--- src/rtl/pipe_pkg.sv ---
// Shared encodings and FSM state type for the RV32I pipeline hazard controller.
package pipe_pkg;

  localparam logic [1:0] RES_SRC_ALU = 2'b00;
  localparam logic [1:0] RES_SRC_MEM = 2'b01;
  localparam logic [1:0] RES_SRC_PC4 = 2'b10;
  localparam logic [1:0] RES_SRC_IMM = 2'b11;

  localparam logic [1:0] FWD_RF = 2'b00;
  localparam logic [1:0] FWD_W  = 2'b01;
  localparam logic [1:0] FWD_M  = 2'b10;

  typedef enum logic [1:0] {
    RUN   = 2'b00,
    MWAIT = 2'b01,
    MERR  = 2'b10
  } hz_state_t;

  // x0 is hardwired to zero, so it never matches as a producer.
  function automatic logic reg_hit(input logic [4:0] rd, input logic [4:0] rs);
    return (rd != 5'd0) && (rd == rs);
  endfunction

endpackage

--- src/rtl/pipe_hazard_ctrl_fwd_unit.sv ---
// Operand bypass select for one E-stage source register; M has priority over W.
module fwd_unit
  import pipe_pkg::*;
(
  input  logic [4:0] rs_e,
  input  logic [4:0] rd_m,
  input  logic [4:0] rd_w,
  input  logic       reg_wr_m,
  input  logic       reg_wr_w,
  output logic [1:0] fwd
);

  always_comb begin
    fwd = FWD_RF;
    if (reg_wr_m && reg_hit(rd_m, rs_e)) begin
      fwd = FWD_M;
    end else if (reg_wr_w && reg_hit(rd_w, rs_e)) begin
      fwd = FWD_W;
    end
  end

endmodule

--- src/rtl/pipe_hazard_ctrl.sv ---
// Hazard/sequencing controller: memory-wait FSM, load-use and branch handling,
// operand forwarding and a saturating stall-cycle counter.
//
// state | meaning
// RUN   | normal flow; a MEM access without ack enters MWAIT
// MWAIT | waiting on data memory ack, wait_cnt counts waited cycles
// MERR  | memory timed out; pipeline frozen until reset
module pipe_hazard_ctrl
  import pipe_pkg::*;
#(
  parameter int MEM_TIMEOUT = 16,
  parameter int CNT_W       = 16
) (
  input  logic             clk,
  input  logic             rst_n,
  input  logic [4:0]       rs1_d,
  input  logic [4:0]       rs2_d,
  input  logic [4:0]       rs1_e,
  input  logic [4:0]       rs2_e,
  input  logic [4:0]       rd_e,
  input  logic [1:0]       res_src_e,
  input  logic             pc_src_e,
  input  logic [4:0]       rd_m,
  input  logic [4:0]       rd_w,
  input  logic             reg_wr_m,
  input  logic             reg_wr_w,
  input  logic             mem_access_m,
  input  logic             mem_ack,
  output logic             stall_f,
  output logic             stall_d,
  output logic             stall_e,
  output logic             stall_m,
  output logic             flush_d,
  output logic             flush_e,
  output logic             flush_w,
  output logic [1:0]       fwd_a_e,
  output logic [1:0]       fwd_b_e,
  output logic             mem_err,
  output logic [CNT_W-1:0] stall_cnt
);

  localparam int WC_W = $clog2(MEM_TIMEOUT + 1);
  localparam logic [WC_W-1:0] WAIT_LAST = WC_W'(MEM_TIMEOUT - 1);

  if (MEM_TIMEOUT < 2) begin : g_bad_timeout
    $error("pipe_hazard_ctrl: MEM_TIMEOUT must be at least 2");
  end

  hz_state_t       state, state_nxt;
  logic [WC_W-1:0] wait_cnt, wait_cnt_nxt;
  logic            mem_wait;
  logic            load_use;
  logic [1:0]      fwd_a_raw, fwd_b_raw;
  logic [CNT_W-1:0] stall_cnt_q;

  fwd_unit u_fwd_a (
    .rs_e     (rs1_e),
    .rd_m     (rd_m),
    .rd_w     (rd_w),
    .reg_wr_m (reg_wr_m),
    .reg_wr_w (reg_wr_w),
    .fwd      (fwd_a_raw)
  );

  fwd_unit u_fwd_b (
    .rs_e     (rs2_e),
    .rd_m     (rd_m),
    .rd_w     (rd_w),
    .reg_wr_m (reg_wr_m),
    .reg_wr_w (reg_wr_w),
    .fwd      (fwd_b_raw)
  );

  always_ff @(posedge clk or negedge rst_n) begin
    if (!rst_n) begin
      state    <= RUN;
      wait_cnt <= '0;
    end else begin
      state    <= state_nxt;
      wait_cnt <= wait_cnt_nxt;
    end
  end

  always_comb begin
    state_nxt    = state;
    wait_cnt_nxt = wait_cnt;
    case (state)
      RUN: begin
        if (mem_access_m && !mem_ack) begin
          state_nxt    = MWAIT;
          wait_cnt_nxt = WC_W'(1);
        end
      end
      MWAIT: begin
        // Ack is checked first so a response on the last allowed cycle still completes.
        if (mem_ack) begin
          state_nxt    = RUN;
          wait_cnt_nxt = '0;
        end else if (wait_cnt == WAIT_LAST) begin
          state_nxt = MERR;
        end else begin
          wait_cnt_nxt = wait_cnt + WC_W'(1);
        end
      end
      MERR: begin
        state_nxt = MERR;
      end
      default: begin
        state_nxt    = RUN;
        wait_cnt_nxt = '0;
      end
    endcase
  end

  assign mem_wait = (state == MERR) ||
                    (((state == RUN) || (state == MWAIT)) && mem_access_m && !mem_ack);

  assign load_use = (res_src_e == RES_SRC_MEM) &&
                    (reg_hit(rd_e, rs1_d) || reg_hit(rd_e, rs2_d));

  // Priority: reset, memory wait, taken branch (squashes the dependent load-use), load-use.
  always_comb begin
    stall_f = 1'b0;
    stall_d = 1'b0;
    stall_e = 1'b0;
    stall_m = 1'b0;
    flush_d = 1'b0;
    flush_e = 1'b0;
    flush_w = 1'b0;
    if (!rst_n) begin
      flush_d = 1'b1;
      flush_e = 1'b1;
      flush_w = 1'b1;
    end else if (mem_wait) begin
      stall_f = 1'b1;
      stall_d = 1'b1;
      stall_e = 1'b1;
      stall_m = 1'b1;
      flush_w = 1'b1;
    end else if (pc_src_e) begin
      flush_d = 1'b1;
      flush_e = 1'b1;
    end else if (load_use) begin
      stall_f = 1'b1;
      stall_d = 1'b1;
      flush_e = 1'b1;
    end
  end

  assign fwd_a_e = rst_n ? fwd_a_raw : FWD_RF;
  assign fwd_b_e = rst_n ? fwd_b_raw : FWD_RF;
  assign mem_err = (state == MERR);

  always_ff @(posedge clk or negedge rst_n) begin
    if (!rst_n) begin
      stall_cnt_q <= '0;
    end else if (stall_f && (stall_cnt_q != {CNT_W{1'b1}})) begin
      stall_cnt_q <= stall_cnt_q + CNT_W'(1);
    end
  end

  assign stall_cnt = stall_cnt_q;

endmodule

--- config.mk ---
export PLATFORM = sky130hd
export DESIGN_NAME = pipe_hazard_ctrl
export DESIGN_NICKNAME = d
export VERILOG_FILES = /design/src/rtl/pipe_pkg.sv /design/src/rtl/pipe_hazard_ctrl_fwd_unit.sv /design/src/rtl/pipe_hazard_ctrl.sv
export SDC_FILE = /design/constraint.sdc
export NUM_CORES = 1
export LEC_CHECK = 0
export ABC_AREA = 1
export BUFFER_PORTS_ARGS = -buffer_cell sky130_fd_sc_hd__buf_2
export CORE_MARGIN = 8
export CORE_UTILIZATION = 46
export CTS_CLUSTER_DIAMETER = 150
export DETAILED_ROUTE_END_ITERATION = 12
export PLACE_DENSITY = 0.87
export SYNTH_ARGS = -nofsm -noshare
export SYNTH_HDL_FRONTEND = slang
export SYNTH_HIERARCHICAL = 1
export SYNTH_SLANG_ARGS = --single-unit
--- constraint.sdc ---
create_clock -name clk -period 1.8 [get_ports clk]
set_input_delay 0.45 -clock clk [delete_from_list [all_inputs] [get_ports clk]]
set_output_delay 0.45 -clock clk [all_outputs]
set_load 0.02 [all_outputs]
# Word level (Yosys, flattened, before mapping)
# Index checks and enable logic that the tools add are counted.
word_totals:
  reg_bits: 23
  out_inout_bits: 28
  word_cells: 72
classes:
  add_sub_neg: 2
  n_eq_ne: 14
  n_mux: 27
  bitwise_logic: 1
  n_reduce_logical: 25
ops:
  columns: ["operator", "n"]
  rows:
  - ["$eq 5x5->1", 6]
  - ["$add 16x1->16 const B", 1]
  - ["$ne 16x16->1 const B", 1]
  - ["$logic_and 1x1->1", 15]
  - ["$mux 1", 15]
  - ["$mux 5", 3]
  - ["$pmux 5 s3", 1]
  - ["$reduce_bool 5->1", 3]
  - ["$mux 2", 7]
  - ["$ne 3x3->1 const B", 2]
  - ["$pmux 2 s3", 1]
  - ["$add 5x1->5 const B", 1]
  - ["$eq 5x4->1 const B", 1]
  - ["$eq 2x1->1 const B", 2]
  - ["$logic_or 1x1->1", 3]
  - ["$reduce_and 3->1", 1]
  - ["$eq 2x2->1 const B", 1]
  - ["$logic_not 2->1", 1]
  - ["$ne 2x2->1 const B", 1]
  - ["$reduce_and 2->1", 1]
  - ["$logic_not 1->1", 1]
  - ["$not 1->1", 1]

# Logic depth before layout (Yosys ltp)
# Gate-level depths: netlist of run 1.
depth:
  depth_word: 9
  mapped_depth: 12

# Modules after synthesis
# Netlist of run 1, hierarchy kept.
modules_own_cells:
  columns: ["module", "n_inst", "cells_per_inst", "area_each_um2"]
  rows:
  - ["pipe_hazard_ctrl", 1, 245, 1660.3]
  - ["fwd_unit", 2, 55, 217.7]

# Worst setup path before layout of run 1
# Ideal clock, no wire load.
synth_path:
  path_kind: "reg-to-output"
  start: "reg state[0]"
  end: "out stall_f"
  t_arrival_ns: 1.579
  setup_slack_ns: -0.229
  stages_incl_launch_ff: 10
  cell_sequence: "dfrtp_1 > nor2_2 > inv_1 > nand2_1 > inv_2 > nor2_4 > inv_1 > nand2_4 > buf_4 > buf_4"
synth_rtl:
  columns: ["item", "line_no", "rtl"]
  rows:
  - ["start: declaration", "pipe_hazard_ctrl.sv:49", "hz_state_t state, state_nxt;"]
  - ["start signal: assignment", "pipe_hazard_ctrl.sv:79", "state <= state_nxt;"]
  - ["$eq 2x2->1", null, null]
  - ["net mem_err", "pipe_hazard_ctrl.sv:38", "output logic mem_err,"]
  - ["$logic_or 1x1->1", "pipe_hazard_ctrl.sv:115", "assign mem_wait = (state == MERR) ||"]
  - ["$mux 1", "pipe_hazard_ctrl.sv:134", "end else if (mem_wait) begin"]
  - ["$mux 1", "pipe_hazard_ctrl.sv:130", "if (!rst_n) begin"]
  - ["end: declaration", "pipe_hazard_ctrl.sv:29", "output logic stall_f,"]
# The timed path passes the listed nets, and every way through them passes these cells.

# Final worst setup path of run 1
layout_path:
  start: "reg state[1]"
  end: "out stall_d"
layout_via:
  elab_chain_len: 7
layout_rtl:
  columns: ["item", "line_no", "rtl"]
  rows:
  - ["$eq 2x1->1 / $logic_not 2->1 (equally long branches)", "pipe_hazard_ctrl.sv:116", "(((state == RUN) || (state == MWAIT)) && mem_access_m && !mem_ack);"]
  - ["$logic_or 1x1->1", "pipe_hazard_ctrl.sv:116", null]
  - ["$logic_and 1x1->1 (2 in series)", "pipe_hazard_ctrl.sv:116", null]
  - ["$logic_or 1x1->1 (*)", "pipe_hazard_ctrl.sv:115", null]
  - ["$mux 1 (*)", "pipe_hazard_ctrl.sv:134", null]
  - ["$mux 1 (*)", "pipe_hazard_ctrl.sv:130", null]
  - ["end: declaration", "pipe_hazard_ctrl.sv:30", "output logic stall_d,"]
# Every way passes the cells marked *; elsewhere a longest branch is shown, timed or not.

==> flow_summary.ini, run 1 <==
[clocking]
cts_made_buffers = 3
cts.sinks = 23
clk_latency_ns = 0.26
clockBufferDepth = 2
cts.clk_slew.worst_paths_ns = 0.08
root_buffer = clkbuf_8
h-tree-depth = 1
cts_tree = done

[setup_path]
cp_data_required_time_ns = 1.35
cp_common_cell = inv_2
cp-start-kind = flip-flop
worst_path_largest_cell_delay_ns = 0.38
path_cells = inv_2, nor2_4, inv_2, nand2_2, inv_2, nor2_4, inv_2, nand2_4, buf_6
cp-end-kind = primary output
setup.worst_path.class = reg2out
slowest_stage = dfrtp_1
reg2regPathDepth = 10
arrival_ns = 1.35
cp_max_fo = 5

[die]
dieArea_um2 = 6972
io_pins = 72
core_um2 = 4384
die_height_um = 83.50
num_rows = 24
die_w_um = 83.50
start_util = 0.4780

[placed_design]
dpl.cell_count = 477
place.gp.congestion = 0.9276
dp_slack_ns = -0.003075
hpwl_um = 4382
port_buffers = 71

[status]
outcome = finished clean

[global_route]
grt_max_degree = 21
grt_pass1_wl_um = 9294
grtUsageTotal = 0.1504
overflow = 0
grt_pass1_vias = 2212
grt_antenna_before_repair = 0

[final_layout]
ff_latch_area_um2 = 575.6
fin_cells = 486
area_growth_syn_to_layout_pct = 33.13
final_net_count = 482
fill_cells = 399
layout-drive-gt1-share = 0.2949
multi_input_area_um2 = 1277
n_antenna_cell = 0
mostFrequentLayoutCells = nand2_1 (126), inv_1 (52), buf_2 (51), nor2_1 (32), nand3_1 (31)
final_common_cell = nand2_1
utilization = 0.6364

[logic_synthesis]
synth_area_per_cell_um2 = 5.904
synth_adder_area_share = 0.01791
ys_seq_area_frac = 0.2746
synth_edf_count = 0
synth_ff_type = dfrtp_1
synth_cells = 355
synth_xor_area_frac = 0.06269
muxShareOfSynthArea = 0
synth_top_family_by_area = simple AND/OR/NAND/NOR gates
ys_ff_latch = 23
yosys.area_share.simple = 0.4561
syn_area_um2 = 2096
syn_nets = 402
ys_types = 27
synth_compound_area_frac = 0.04239
yosys_warnings = 6
synthArstFlopShare = 1.000

[sta]
skew_ns = 0.002057
final_hold_viol_count = 0
fin_ws_ns = 0.001924
period_needed_ns = 1.798
relSlewSlack = 0.7950
maxSlewViolCount = 0
whs_ns = 0.1578
finalSetupViolations = 0
fin_tns_setup_ns = 0
tightestPinTransition_ns = 0.3051
timing.fmax_mhz = 556.2
final.period_utilization = 0.9989
rsz0062_at_grt = true

[drt]
top_layer_used = met4
vias_per_cell = 4.856
drc = 0
dr_wl_met3_um = 379
met2WireLength_um = 2825
ant_nets = 0
num_vias = 2360
drt_iter0_drc = 138
wl_met1_um = 2431
wl_per_cell_um = 11.72
wl_um = 5698
first_pass_iters = 5

[pwr]
p_per_area_nw_per_um2 = 612.3
p_leak_uw = 0.001684
peakVddDrop_mv = 0.3579

[run]
drv_cap = 0

[worst_hold_path]
hold_class = in2async
-- layer usage --
layer | GRT usage | up-vias
met5 | 0 | -
met4 | 0.04239 | 0
met3 | 0.03418 | 6
met2 | 0.2694 | 74
met1 | 0.1730 | 1052
li1 | - | 1228
-- Yosys cell counts (3+ instances only) --
library cell  instances  area, µm²
nand2_1             133      499.2
inv_1                66      247.7
nor2_1               36      135.1
nand3_1              33      165.2
dfrtp_1              23      575.6
xor2_1                9      78.83
o21ai_0               6      30.03
xnor2_1               6      52.55
a21oi_1               5      25.02
nor3_1                5      25.02
inv_2                 4      15.01
nor2_2                4      25.02
buf_4                 3      22.52
ha_1                  3      37.54
o22ai_1               3      18.77
-- worst paths after layout --
check / start / endpoint / slack (ns)
worst max-delay path: state[1]$_DFFE_PN0P_ / stall_d / 0.002
worst min-delay path: rst_n / stall_cnt[3]$_DFFE_PN0P_ / 0.16
worst max register to register: stall_cnt[1]$_DFFE_PN0P_ / stall_cnt[6]$_DFFE_PN0P_ / 0.17
worst min register to register: stall_cnt[15]$_DFFE_PN0P_ / stall_cnt[15]$_DFFE_PN0P_ / 0.50
max in group asynchronous: rst_n / stall_cnt[10]$_DFFE_PN0P_ / 1.24
min in group clk: stall_cnt[15]$_DFFE_PN0P_ / stall_cnt[15]$_DFFE_PN0P_ / 0.50
-- state kept, by name, summed over array words and instances, names as in the netlist --
register   count
state          2
wait_cnt       5
stall_cnt     16
-- repair_timing --
item	in CTS	in global routing
endpoints found under the setup margin	6	25
hold buffers	0	0
pin swaps	2	24
buffers inserted	1	4
resized for setup	6	60
-- kinds of logic (layout without fill, tap and decap cells) --
kind of cell | after synthesis | after routing
and+or+nand+nor | 222 | 222
buffers and inverters | 76 | 155
DFF | 23 | 23
AOI/OAI and AO/OA | 16 | 16
xor gates and xnor gates | 15 | 15
adders and majority gates | 3 | 3
-- critical path: cells and delay by family, from the launching register on --
| kind | cells | cell delay (ns) |
|---|---|---|
| DFF | 1 | 0.38 |
| and+or+nand+nor | 4 | 0.36 |
| buffers and inverters | 5 | 0.34 |
-- through the flow --
step | cell area, µm² | power [µW]
floorplan | 2112 | 1088
global placement | 2515 | 1294
detailed placement | 2515 | 1325
CTS | 2587 | 1657
global route | 2790 | 1835
finish | 2790 | 1709
-- power by group --
part / switching [µW] / internal, µW / total, µW
registers: 82.5 / 601 / 683
logic: 421 / 284 / 705
clock network: 163 / 158 / 321
-- final cells by class --
| cell class | instances | area share |
|---|---|---|
| Clock buffer | 4 | 0.01614 |
| Multi-Input combinational cell | 256 | 0.4578 |
| Tap cell | 52 | 0.02332 |
| Inverter | 70 | 0.09686 |
| Timing Repair Buffer | 81 | 0.1996 |
| Sequential cell | 23 | 0.2063 |
Note: power is estimated with default switching activity, not from simulation.
==> run 2, diff against run 1 <==
- CORE_UTILIZATION: 46 -> 30
- PLACE_DENSITY: 0.87 -> 0.64
==> run 2 against run 1 <==
  * Critical path depth fell by 1
  * Die area rose by 42%
  * Clock-buffer cell count did not move
  * Non-clock buffer count rose by 3
  * Wire length grew 2.2%
  * Sequential share of layout area unchanged
  * Hold slack got worse by 0.014 ns
  * Critical endpoint unchanged
  * Largest power group unchanged
  * Highest routed layer unchanged
==> flow_summary.ini, run 2 (synthesized netlist as in run 1, its figures left out) <==
[status]
outcome = finished clean

[die]
io_pins = 72
num_rows = 30
start_util = 0.3085
dieArea_um2 = 9916
die_w_um = 99.58
die_height_um = 99.58
core_um2 = 6794

[setup_path]
cp_data_required_time_ns = 1.35
cp_max_fo = 5
setup.worst_path.class = reg2out
cp-start-kind = flip-flop
arrival_ns = 1.33
r2r_end = stall_cnt[12]$_DFFE_PN0P_
r2r_slack_ns = 0.19
cp-end-kind = primary output
reg2regPathDepth = 12
r2r_start = state[0]$_DFFE_PN0P_

[final_layout]
n_antenna_cell = 0
final_net_count = 485
fin_cells = 533
mostFrequentLayoutCells = nand2_1 (130), inv_1 (57), buf_2 (55), nor2_1 (35), nand3_1 (32)
area_growth_syn_to_layout_pct = 33.13
layout-drive-gt1-share = 0.2700
final_common_cell = nand2_1
largest_register_ffs = 16

[clocking]
h-tree-depth = 1
clk_latency_ns = 0.26
cts.clk_slew.worst_paths_ns = 0.08
clockBufferDepth = 2
cts_made_buffers = 3
root_buffer = clkbuf_8
cts_tree = done
cts.sinks = 23

[sta]
skew_ns = 0.009340
rsz0062_at_grt = true
timing.fmax_mhz = 560.9
final.period_utilization = 0.9904
final_hold_viol_count = 0
relSlewSlack = 0.7626
finalSetupViolations = 0
tightestPinTransition_ns = 0.3535
period_needed_ns = 1.783
fin_ws_ns = 0.01730
maxSlewViolCount = 0

[placed_design]
port_buffers = 71
dpl.cell_count = 525
place.gp.congestion = 0.8565
dp_slack_ns = -0.03060
hpwl_um = 4657

[pwr]
p_per_area_nw_per_um2 = 600.5
p_leak_uw = 0.001686
peakVddDrop_mv = 0.2530

[drt]
wl_um = 5821
drt_iter0_drc = 80
drc = 0
num_vias = 2320
wl_per_cell_um = 10.92
first_pass_iters = 4
vias_per_cell = 4.353
ant_nets = 0

[global_route]
grt_pass1_wl_um = 9363
overflow = 0
grtUsageTotal = 0.1103
grt_antenna_before_repair = 0
grt_max_degree = 18
grt_pass1_vias = 2188

[run]
drv_cap = 0

[worst_hold_path]
hold_class = in2async
## run 2: changes by cell type in the layout (fill, tap and decap cells not counted), sizes merged
cell / previous run / this run
buf: 80 / 83
## run 2: worst max-delay path by stage
stage | from | end | cells past startpoint
4_1_cts | state[1]$_DFFE_PN0P_ | stall_d | 8
5_1_grt | state[1]$_DFFE_PN0P_ | stall_d | 8
3_5_place_dp | rd_e[2] | stall_d | 10
6_report | state[0]$_DFFE_PN0P_ | stall_d | 8
3_3_place_gp | rd_e[2] | stall_d | 10
2_1_floorplan | state[1]$_DFFE_PN0P_ | stall_f | 10
## run 2: layout make-up
type                       instances  area [µm²]
timing repair buffer              84       543.0
fill                             726        4004
tap                               96       120.1
sequential                        23       575.6
inverter                          70       265.3
multi-input combinational        256        1241
clock buffer                       4       45.04
## run 2: metrics by stage
stage	area, µm²	hold WS [ns]	setup TNS [ns]	power, µW	utilization
finish	2790	0.1440	0	1675	0.4107
global route	2790	0.1707	-0.4496	1813	0.4107
CTS	2685	0.1537	0	1674	0.3952
detailed placement	2613	0.4491	-0.06093	1342	0.3845
global placement	2613	0.4488	-0.03481	1325	0.3845
floorplan	2112	0.1544	-0.04111	1088	-
## run 2: per-layer routing
layer,share of wire,global-route usage
met5,0,0
met4,0.0094,0.03143
met1,0.45,0.1390
met3,0.083,0.02723
met2,0.46,0.1808
## run 2: timing repair
action	4_1_cts	5_1_grt
setup buffers	2	2
pin swaps	2	16
setup endpoints to repair	4	13
gates resized for setup	4	38
hold buffers	0	0
endpoints found under the hold margin	0	0
cloned	0	0
## run 2: worst max-delay path, stage by stage, from the launching register on
cell and delay (ns):
dfrtp_1 0.42, nor2_4 0.12, inv_2 0.04, nand2_2 0.05
inv_2 0.05, nor2_4 0.14, inv_2 0.06, nand2_4 0.07
buf_6 0.12
## run 2: report_power, final
group	total [µW]	internal (µW)	switching [µW]
Clock	318	158	160
Sequential	675	601	73.9
Combinational	683	272	410
Total	1680	1030	644
